[src/rtl/secuenciador_pkg.sv]
// Shared constants, state encoding and decode helpers for the secuenciador
// instruction fetch/issue unit.
package secuenciador_pkg;

    localparam logic [1:0] OP_INM   = 2'b00;
    localparam logic [1:0] OP_ALU   = 2'b01;
    localparam logic [1:0] OP_MOV   = 2'b10;
    localparam logic [1:0] OP_COND  = 2'b11;

    localparam logic [4:0] BUS_LOAD    = 5'b10110;
    localparam logic [7:0] HALT_OP_DEF = 8'hFF;

    typedef enum logic [2:0] {
        REPOSO,
        LEER,
        EMITIR,
        ESPERA_DATOS,
        DETENIDO
    } estado_t;

    function automatic logic es_carga_bus(input logic [7:0] op);
        return op[7:3] == BUS_LOAD;
    endfunction

    function automatic logic es_condicional(input logic [7:0] op);
        return op[7:6] == OP_COND;
    endfunction

endpackage

[src/rtl/secuenciador_memoria_prog.sv]
// Program memory: 2^AW bytes, one synchronous write port and one
// synchronous read port with read enable. Contents are never reset.
module memoria_prog #(
    parameter int AW = 6
) (
    input  logic          clck,
    input  logic          we,
    input  logic [AW-1:0] wdir,
    input  logic [7:0]    wdato,
    input  logic          re,
    input  logic [AW-1:0] rdir,
    output logic [7:0]    rdato
);

    logic [7:0] mem [2**AW];

    // Read data is held while re is low so the fetched byte stays stable
    // through EMITIR and any handshake wait.
    always_ff @(posedge clck) begin
        if (we) begin
            mem[wdir] <= wdato;
        end
        if (re) begin
            rdato <= mem[rdir];
        end
    end

endmodule

[src/rtl/secuenciador.sv]
// Instruction fetch/issue sequencer: fetches from program memory, issues
// instructions with a one-cycle paso strobe and handles bus-load handshakes.
module secuenciador
    import secuenciador_pkg::*;
#(
    parameter int         AW      = 6,
    parameter logic [7:0] HALT_OP = HALT_OP_DEF
) (
    input  logic          clck,
    input  logic          rst_n,
    input  logic          inicio,
    input  logic          carga_we,
    input  logic [AW-1:0] carga_dir,
    input  logic [7:0]    carga_dato,
    input  logic [7:0]    datos_in,
    input  logic          datos_valid,
    output logic          datos_ready,
    input  logic          flag,
    input  logic [7:0]    alContador,
    output logic [7:0]    instruccion,
    output logic [7:0]    datos,
    output logic          paso,
    output logic [AW-1:0] pc,
    output logic          ocupado,
    output logic          detenido
);

    estado_t       estado, estado_sig;
    logic [AW-1:0] pc_sig;
    logic [7:0]    instr_sig;
    logic [7:0]    datos_sig;
    logic          paso_sig;
    logic          mem_re;
    logic          mem_we;
    logic [7:0]    ir;
    logic          unused_al;

    assign unused_al   = ^alContador;
    assign ocupado     = !(estado == REPOSO || estado == DETENIDO);
    assign detenido    = (estado == DETENIDO);
    assign datos_ready = (estado == ESPERA_DATOS);
    assign mem_we      = carga_we && !ocupado;

    memoria_prog #(.AW(AW)) u_mem (
        .clck  (clck),
        .we    (mem_we),
        .wdir  (carga_dir),
        .wdato (carga_dato),
        .re    (mem_re),
        .rdir  (pc),
        .rdato (ir)
    );

    always_ff @(posedge clck or negedge rst_n) begin
        if (!rst_n) begin
            estado      <= REPOSO;
            pc          <= '0;
            instruccion <= '0;
            datos       <= '0;
            paso        <= 1'b0;
        end else begin
            estado      <= estado_sig;
            pc          <= pc_sig;
            instruccion <= instr_sig;
            datos       <= datos_sig;
            paso        <= paso_sig;
        end
    end

    always_comb begin
        estado_sig = estado;
        pc_sig     = pc;
        instr_sig  = instruccion;
        datos_sig  = datos;
        paso_sig   = 1'b0;
        mem_re     = 1'b0;
        case (estado)
            REPOSO, DETENIDO: begin
                if (inicio) begin
                    pc_sig     = '0;
                    estado_sig = LEER;
                end
            end
            LEER: begin
                mem_re     = 1'b1;
                estado_sig = EMITIR;
            end
            EMITIR: begin
                if (ir == HALT_OP) begin
                    estado_sig = DETENIDO;
                end else if (es_carga_bus(ir)) begin
                    estado_sig = ESPERA_DATOS;
                end else begin
                    paso_sig   = 1'b1;
                    instr_sig  = ir;
                    estado_sig = LEER;
                    // Conditional jumps take their target from the datapath's R0
                    if (es_condicional(ir) && flag) begin
                        pc_sig = alContador[AW-1:0];
                    end else begin
                        pc_sig = pc + AW'(1);
                    end
                end
            end
            ESPERA_DATOS: begin
                if (datos_valid) begin
                    datos_sig  = datos_in;
                    instr_sig  = ir;
                    paso_sig   = 1'b1;
                    pc_sig     = pc + AW'(1);
                    estado_sig = LEER;
                end
            end
            default: estado_sig = REPOSO;
        endcase
    end

endmodule

[config.mk]
export PLATFORM = sky130hd
export DESIGN_NAME = secuenciador
export DESIGN_NICKNAME = d
export VERILOG_FILES = /design/src/rtl/secuenciador_pkg.sv /design/src/rtl/secuenciador_memoria_prog.sv /design/src/rtl/secuenciador.sv
export SDC_FILE = /design/constraint.sdc
export NUM_CORES = 1
export LEC_CHECK = 0
export CAP_MARGIN = 20
export CORE_ASPECT_RATIO = 0.75
export CORE_UTILIZATION = 55
export DETAILED_ROUTE_END_ITERATION = 8
export GPL_TIMING_DRIVEN = 1
export PLACE_DENSITY = 0.72
export SLEW_MARGIN = 20
export SYNTH_ARGS = -nofsm -noshare
export SYNTH_HDL_FRONTEND = slang
export SYNTH_SLANG_ARGS = --single-unit
[constraint.sdc]
create_clock -name clck -period 3.15 [get_ports clck]
set_input_delay 0.315 -clock clck [delete_from_list [all_inputs] [get_ports clck]]
set_output_delay 0.315 -clock clck [all_outputs]
set_load 0.1 [all_outputs]
### After elaboration in Yosys (flattened, before gate mapping)

Memories as Yosys holds them, arrays and structs flattened. A register that Yosys moved wholly into a read port is not among the register bits.
Cells that the tools add are included.
W data, S select, Z words.

* $add $sub $neg: 1
* eq/ne operators: 11
* muxes and demuxes: 22
* reductions and logical operators: 12

Operator list (number)
* $mux W6: 5
* $mux W8: 3
* $pmux W6 S3: 1
* $pmux W8 S2: 1
* $pmux W3 S4: 1
* $mux W3: 3
* $eq A8 B8 Y1 const B: 1
* $ne A2 B2 Y1 const B: 4
* $add A6 B1 Y6 const B: 1
* $eq A3 B2 Y1 const B: 2
* $mux W1: 6
* $eq A5 B5 Y1 const B: 1
* $reduce_and A5 Y1: 1
* $reduce_and A2 Y1: 2
* $reduce_and A4 Y1: 1
* $eq A3 B1 Y1 const B: 1
* $eq A3 B3 Y1 const B: 1
* $logic_not A3 Y1: 1
* $reduce_bool A3 Y1: 1
* $eq A2 B2 Y1 const B: 1
* $logic_and A1 B1 Y1: 2
* $mux W2: 1
* $pmux W1 S2: 1
* $reduce_bool A2 Y1: 1
* other kinds (3): 3

* flip-flop bits (word level): 26
* memory bits (writable): 512
* input port bits: 36
* output and inout bits: 26
* logic and storage cells: 52
* memories kept: 1

Memories
* u_mem.mem: depth 64, bits a word 8, read ports 1, clocked after memory_dff 1, wr ports 1, RTL line secuenciador_memoria_prog.sv:15 `logic [7:0] mem [2**AW];`

### Longest topological paths before layout

* depth after elaboration: 6
* mapped depth: 9
* gate-level depth less buffers: 6

### Modules after synthesis

From an unflattened synthesis, not the netlist that was laid out.

* cells, all modules: 1068
* area, all modules: 21545.7 sq um

By module, submodules not included
* memoria_prog: times used 1, cells each 940, area each 20246.9 sq um, sequential area each 15615.0 sq um
* secuenciador: times used 1, cells each 128, area each 1298.7 sq um, sequential area each 650.6 sq um

### Worst setup path after synthesis

Ideal clock, no wire load.

* path kind: reg2reg
* start: reg estado[0]
* end: reg datos[0]
* setup time: 0.126 ns
* data arrival time: 3.702 ns
* required time: 3.024 ns
* slack: -0.678 ns
* stages on the path, launching flop included: 5
* path buffers: 0
* clock period less this slack: 3.828 ns
* cell sequence: dfrtp_1 inv_1 nor3_1 nand2_1 mux2_2

* longest elaborated chain between the ends: 2

Ends and longest elaborated chain
* from (decl): RTL line secuenciador.sv:28 `estado_t estado, estado_sig;`
* from (signal assigned): RTL line secuenciador.sv:62 `estado <= estado_sig;`
* $eq A3 B2 Y1
* via datos_ready: RTL line secuenciador.sv:17 `output logic datos_ready,`
* $reduce_and A2 Y1 (no source line)
* to (signal assigned): RTL line secuenciador.sv:65 `datos <= datos_sig;`
* to (decl): RTL line secuenciador.sv:21 `output logic [7:0] datos,`

The timed path passes the listed nets, and every way through them passes these cells.
A chain may end at the register's enable or synchronous reset.

### Worst setup path after layout

* start: reg estado[1]
* end: out ocupado

* longest elaborated chain between the ends: 3
* elaborated cells between the ends (all ways): 4
* those cells by class: eq/ne: 1; reduce/logical: 3

Ends and longest elaborated chain
* $eq A3 B3 Y1 / $logic_not A3 Y1 (equally long branches): RTL line secuenciador.sv:39 `assign ocupado = !(estado == REPOSO || estado == DETENIDO);`
* $logic_or A1 B1 Y1 *: RTL line secuenciador.sv:39
* $logic_not A1 Y1 *: RTL line secuenciador.sv:39
* to (decl): RTL line secuenciador.sv:24 `output logic ocupado,`

Mark *: on every way between the ends. The rest lies on a longest branch, timed or not.

==> summary.md <==
| Metric | Value |
|---|---|
| RSZ-0062 raised after global routing | `false` |
| Crit-path max cell delay | `1.12 ns` |
| Internal Power | `13.76 mW` |
| Cells along the critical path | `nor2_1, inv_1, clkdlybuf4s50_1` |
| Top_reg_cell synth | `edfxtp_1` |
| Main combinational cell family by area after synthesis | `multiplexers` |
| Worst setup EP type | `output pin` |
| Logic pwr share | `26.1%` |
| Critical path's slowest cell | `clkdlybuf4s50_1` |
| Syn_area_per_cell | `20.09 sq um` |
| Drt first pass iters | `6` |
| Max cap viols | `0` |
| Peak VDD IR | `roughly 0.00054 V` |
| Sequential power share | `43.4%` |
| Final Hold Viols | `0` |
| Num ports | `62` |
| Post-synthesis mux area share | `16.22%` |
| Die W | `230.2 um` |
| Rel. slew slack | `approximately a third` |
| Post-synth cell types | `45` |
| Die area | `39860 sq um` |
| Wire per inst | `26.10 um` |
| Final setup fails | `0` |
| Sw Share | `30.68%` |
| Post-synthesis compound-gate area fraction | `3.111%` |
| Startpoint Class | `register` |
| Post-DR vias/cell | `6.101` |
| CTS Buf Count | `50` |
| F_max | `between 300 and 400 MHz` |
| Synth Instances | `1069` |
| Pre-CTS setup slack | `slightly below 0.7 ns` |
| Final Worst Setup Slack | `0.5017 ns` |
| CTS tree | `yes` |
| Final worst-path cycle share | `84.07%` |
| Core ar. | `38400 sq um` |
| Max-slew violations | `0` |
| Largest net degree at the start of global routing | `65` |
| Leakage Power | `7.901 nW` |
| CP Max Fanout | `6` |
| Yosys warnings | `0` |
| FF+latch count, synth | `546` |
| CTS clk-pin slew, worst paths | `0.06 ns` |
| CTS root buf | `clkbuf_16` |
| Fill cells | `2549` |
| Final setup skew | `0.01217 ns` |
| PortBufs | `59` |
| Syn Nets | `between 1000 and 1500` |
| Clock share of power | `about 31%` |
| Post-synth ARST share | `4.762%` |
| Critical path class | `register to output pin` |
| Drt drc | `0` |
| Layout cells sized above 1 | `25.40%` |
| Setup TNS | `0 ns` |
| Slew @ Worst Pin | `0.9753 ns` |
| First-pass GRT wire length | `68000 um` |
| Total Wirelength | `46140 um` |
| Hold Path Class | `input pin to async pin` |
| Syn Std Cell Area | `21480 sq um` |
| Initial antenna violation count | `0` |
| Post-synth EDFFs | `520` |
| Post-Synth Simple-Gate Area | `roughly 2.9%` |
| Maximum clock insertion buffer count | `3` |
| Nets | `about 1300` |
| Vias | `between 10000 and 15000` |
| Req. time, crit path | `2.83 ns` |
| Pwr dens | `802.9 nW/um^2` |
| R2R Setup Slk | `0.68 ns` |
| Clock sink total | `546` |
| Critical path arrival | `2.33 ns` |
| Switching power | `about 6 mW` |
| Tmin final | `roughly 2.6 ns` |
| Post-synthesis xor/xnor area fraction | `0.1631%` |
| Total GRT Usage | `between 20% and 30%` |
| DRT iter0 DRCs | `1177` |
| Row count | `62` |
| Initial Util | `between 50 and 60%` |
| Post-synthesis sequential area ratio | `75.73%` |
| Status | `finished, final reports clean` |
| Adder-Cell Fraction of Synth Area | `0.05825%` |
| Post-DRT Antenna Nets | `0` |
| Die H | `173.1 um` |
| Antenna diodes | `0` |
| Area delta synth->final | `15.15%` |
| Worst-Skew Late Latency | `approximately 0.57 ns` |
| CTS H-Tree Depth | `2` |
| Vias in the first global route | `10890` |
| Gpl congestion | `about 0.8` |
| GRT overflow | `0` |
| DPL Wire Length | `29010 um` |
[worst paths after layout]
path,from,to,cells after the start
setup / recovery,estado[1]$_DFFE_PN0P_,ocupado,3
hold / removal,rst_n,instruccion[0]$_DFFE_PN0P_,2
setup reg to reg,pc[2]$_DFFE_PN0P_,u_mem.rdato[1]$_DFFE_PN_,5
hold reg to reg,instruccion[4]$_DFFE_PN0P_,instruccion[4]$_DFFE_PN0P_,1
max in group asynchronous,rst_n,datos[6]$_DFFE_PN0N_,3
min in group clck,carga_dato[4],u_mem.mem[62][4]$_DFFE_PP_,1
[power groups by stage]
| stage | Sequential [mW] | Combinational, mW | Clock (mW) |
|---|---|---|---|
| CTS | 8.62 | 5.20 | 6.13 |
| global placement | 8.75 | 5.14 | 0 |
| finish | 8.62 | 5.18 | 6.05 |
| global route | 8.65 | 5.45 | 6.38 |
| detailed placement | 8.77 | 5.18 | 0 |
| floorplan | 9.52 | 3.05 | 0 |
[metrics by stage]
stage	utilization [%]	std cells	power (mW)	area, sq um	hold WS [ns]
6_report	64.41	1768	19.86	24730	0.2609
5_1_grt	64.41	1768	20.49	24730	0.2798
4_1_cts	64.38	1767	19.95	24720	0.2880
3_5_place_dp	60.12	1678	13.95	23080	0.4967
3_3_place_gp	60.12	1678	13.89	23080	0.4854
2_1_floorplan	-	1069	12.57	21480	0.01941
[per-layer routing]
metal | up-vias | share of wire [%] | GRT usage [%]
li1 | 4666 | - | -
met5 | - | 0 | 0
met3 | 86 | 9.2 | 4.832
met1 | 5498 | 41 | 34.37
met4 | 0 | 2.7 | 7.119
met2 | 537 | 47 | 36.31
[kinds of logic (layout without fill, tap and decap cells)]
kind of cell | after synthesis | count (layout)
adder cells (fa/ha/maj) | 1 | 1
XOR/XNOR | 4 | 4
AND/OR/NAND/NOR | 141 | 141
flip-flops | 546 | 546
buffers and inverters | 63 | 250
AO/OA/AOI/OAI | 97 | 97
multiplexers | 217 | 217
[state kept, by name (all words and copies together), names as in the netlist]
signal and flops:
pc 6, u_mem.rdato 8, datos 8, instruccion 8, u_mem.mem 512, paso 1, estado 3
[cell usage after synthesis (all sizes together), types with 3 or more instances]
cell type	n	area, sq um
a21oi	9	45.04
a221oi	7	61.31
a22o	8	70.07
a22oi	21	157.7
and2	3	18.77
buf	40	314.1
clkbuf	20	75.07
dfrtp	26	650.6
edfxtp	520	15610
inv	3	11.26
mux2	19	214.0
mux2i	95	950.9
mux4	103	2320
nand2	27	101.4
nand3	8	40.04
nand3b	3	22.52
nor2	79	296.5
nor2b	6	37.54
nor3	3	15.01
o21ai	23	115.1
o221ai	3	26.28
o22ai	10	62.56
o31ai	7	52.55
or2	3	18.77
xor2	3	26.28
[worst max-delay path: cells and delay by family (launching register included)]
| family | cells | cell delay [ns] |
|---|---|---|
| simple gates | 1 | 0.13 |
| flops | 1 | 0.45 |
| buf+inv | 2 | 1.19 |
[placed cells by master, fill, tap and decap left out, drive strengths merged, types with 19 or more instances in the layout]
| master | count |
|---|---|
| o21ai | 23 |
| nor2 | 79 |
| a22oi | 21 |
| nand2 | 27 |
| clkbuf | 67 |
| clkdlybuf4s50 | 39 |
| edfxtp | 520 |
| mux4 | 103 |
| mux2 | 19 |
| mux2i | 95 |
| dfrtp | 26 |
| buf | 118 |
[cell type report]
cell class / instances / area (sq um) / share of cell area (%)
clock buffer: 67 / 1409 / 5.696
clock inverter: 22 / 229.0 / 0.9258
inverter: 3 / 11.26 / 0.04553
multi-input combinational: 460 / 4822 / 19.50
sequential: 546 / 16280 / 65.81
tap: 512 / 640.6 / 2.590
timing repair buffer: 158 / 1344 / 5.433
[timing repair]
action	CTS	global route
gates resized for setup	0	0
buffers inserted	0	0
endpoints found under the hold margin	0	18
hold buffers	0	1
(Power assumes the default switching activity.)
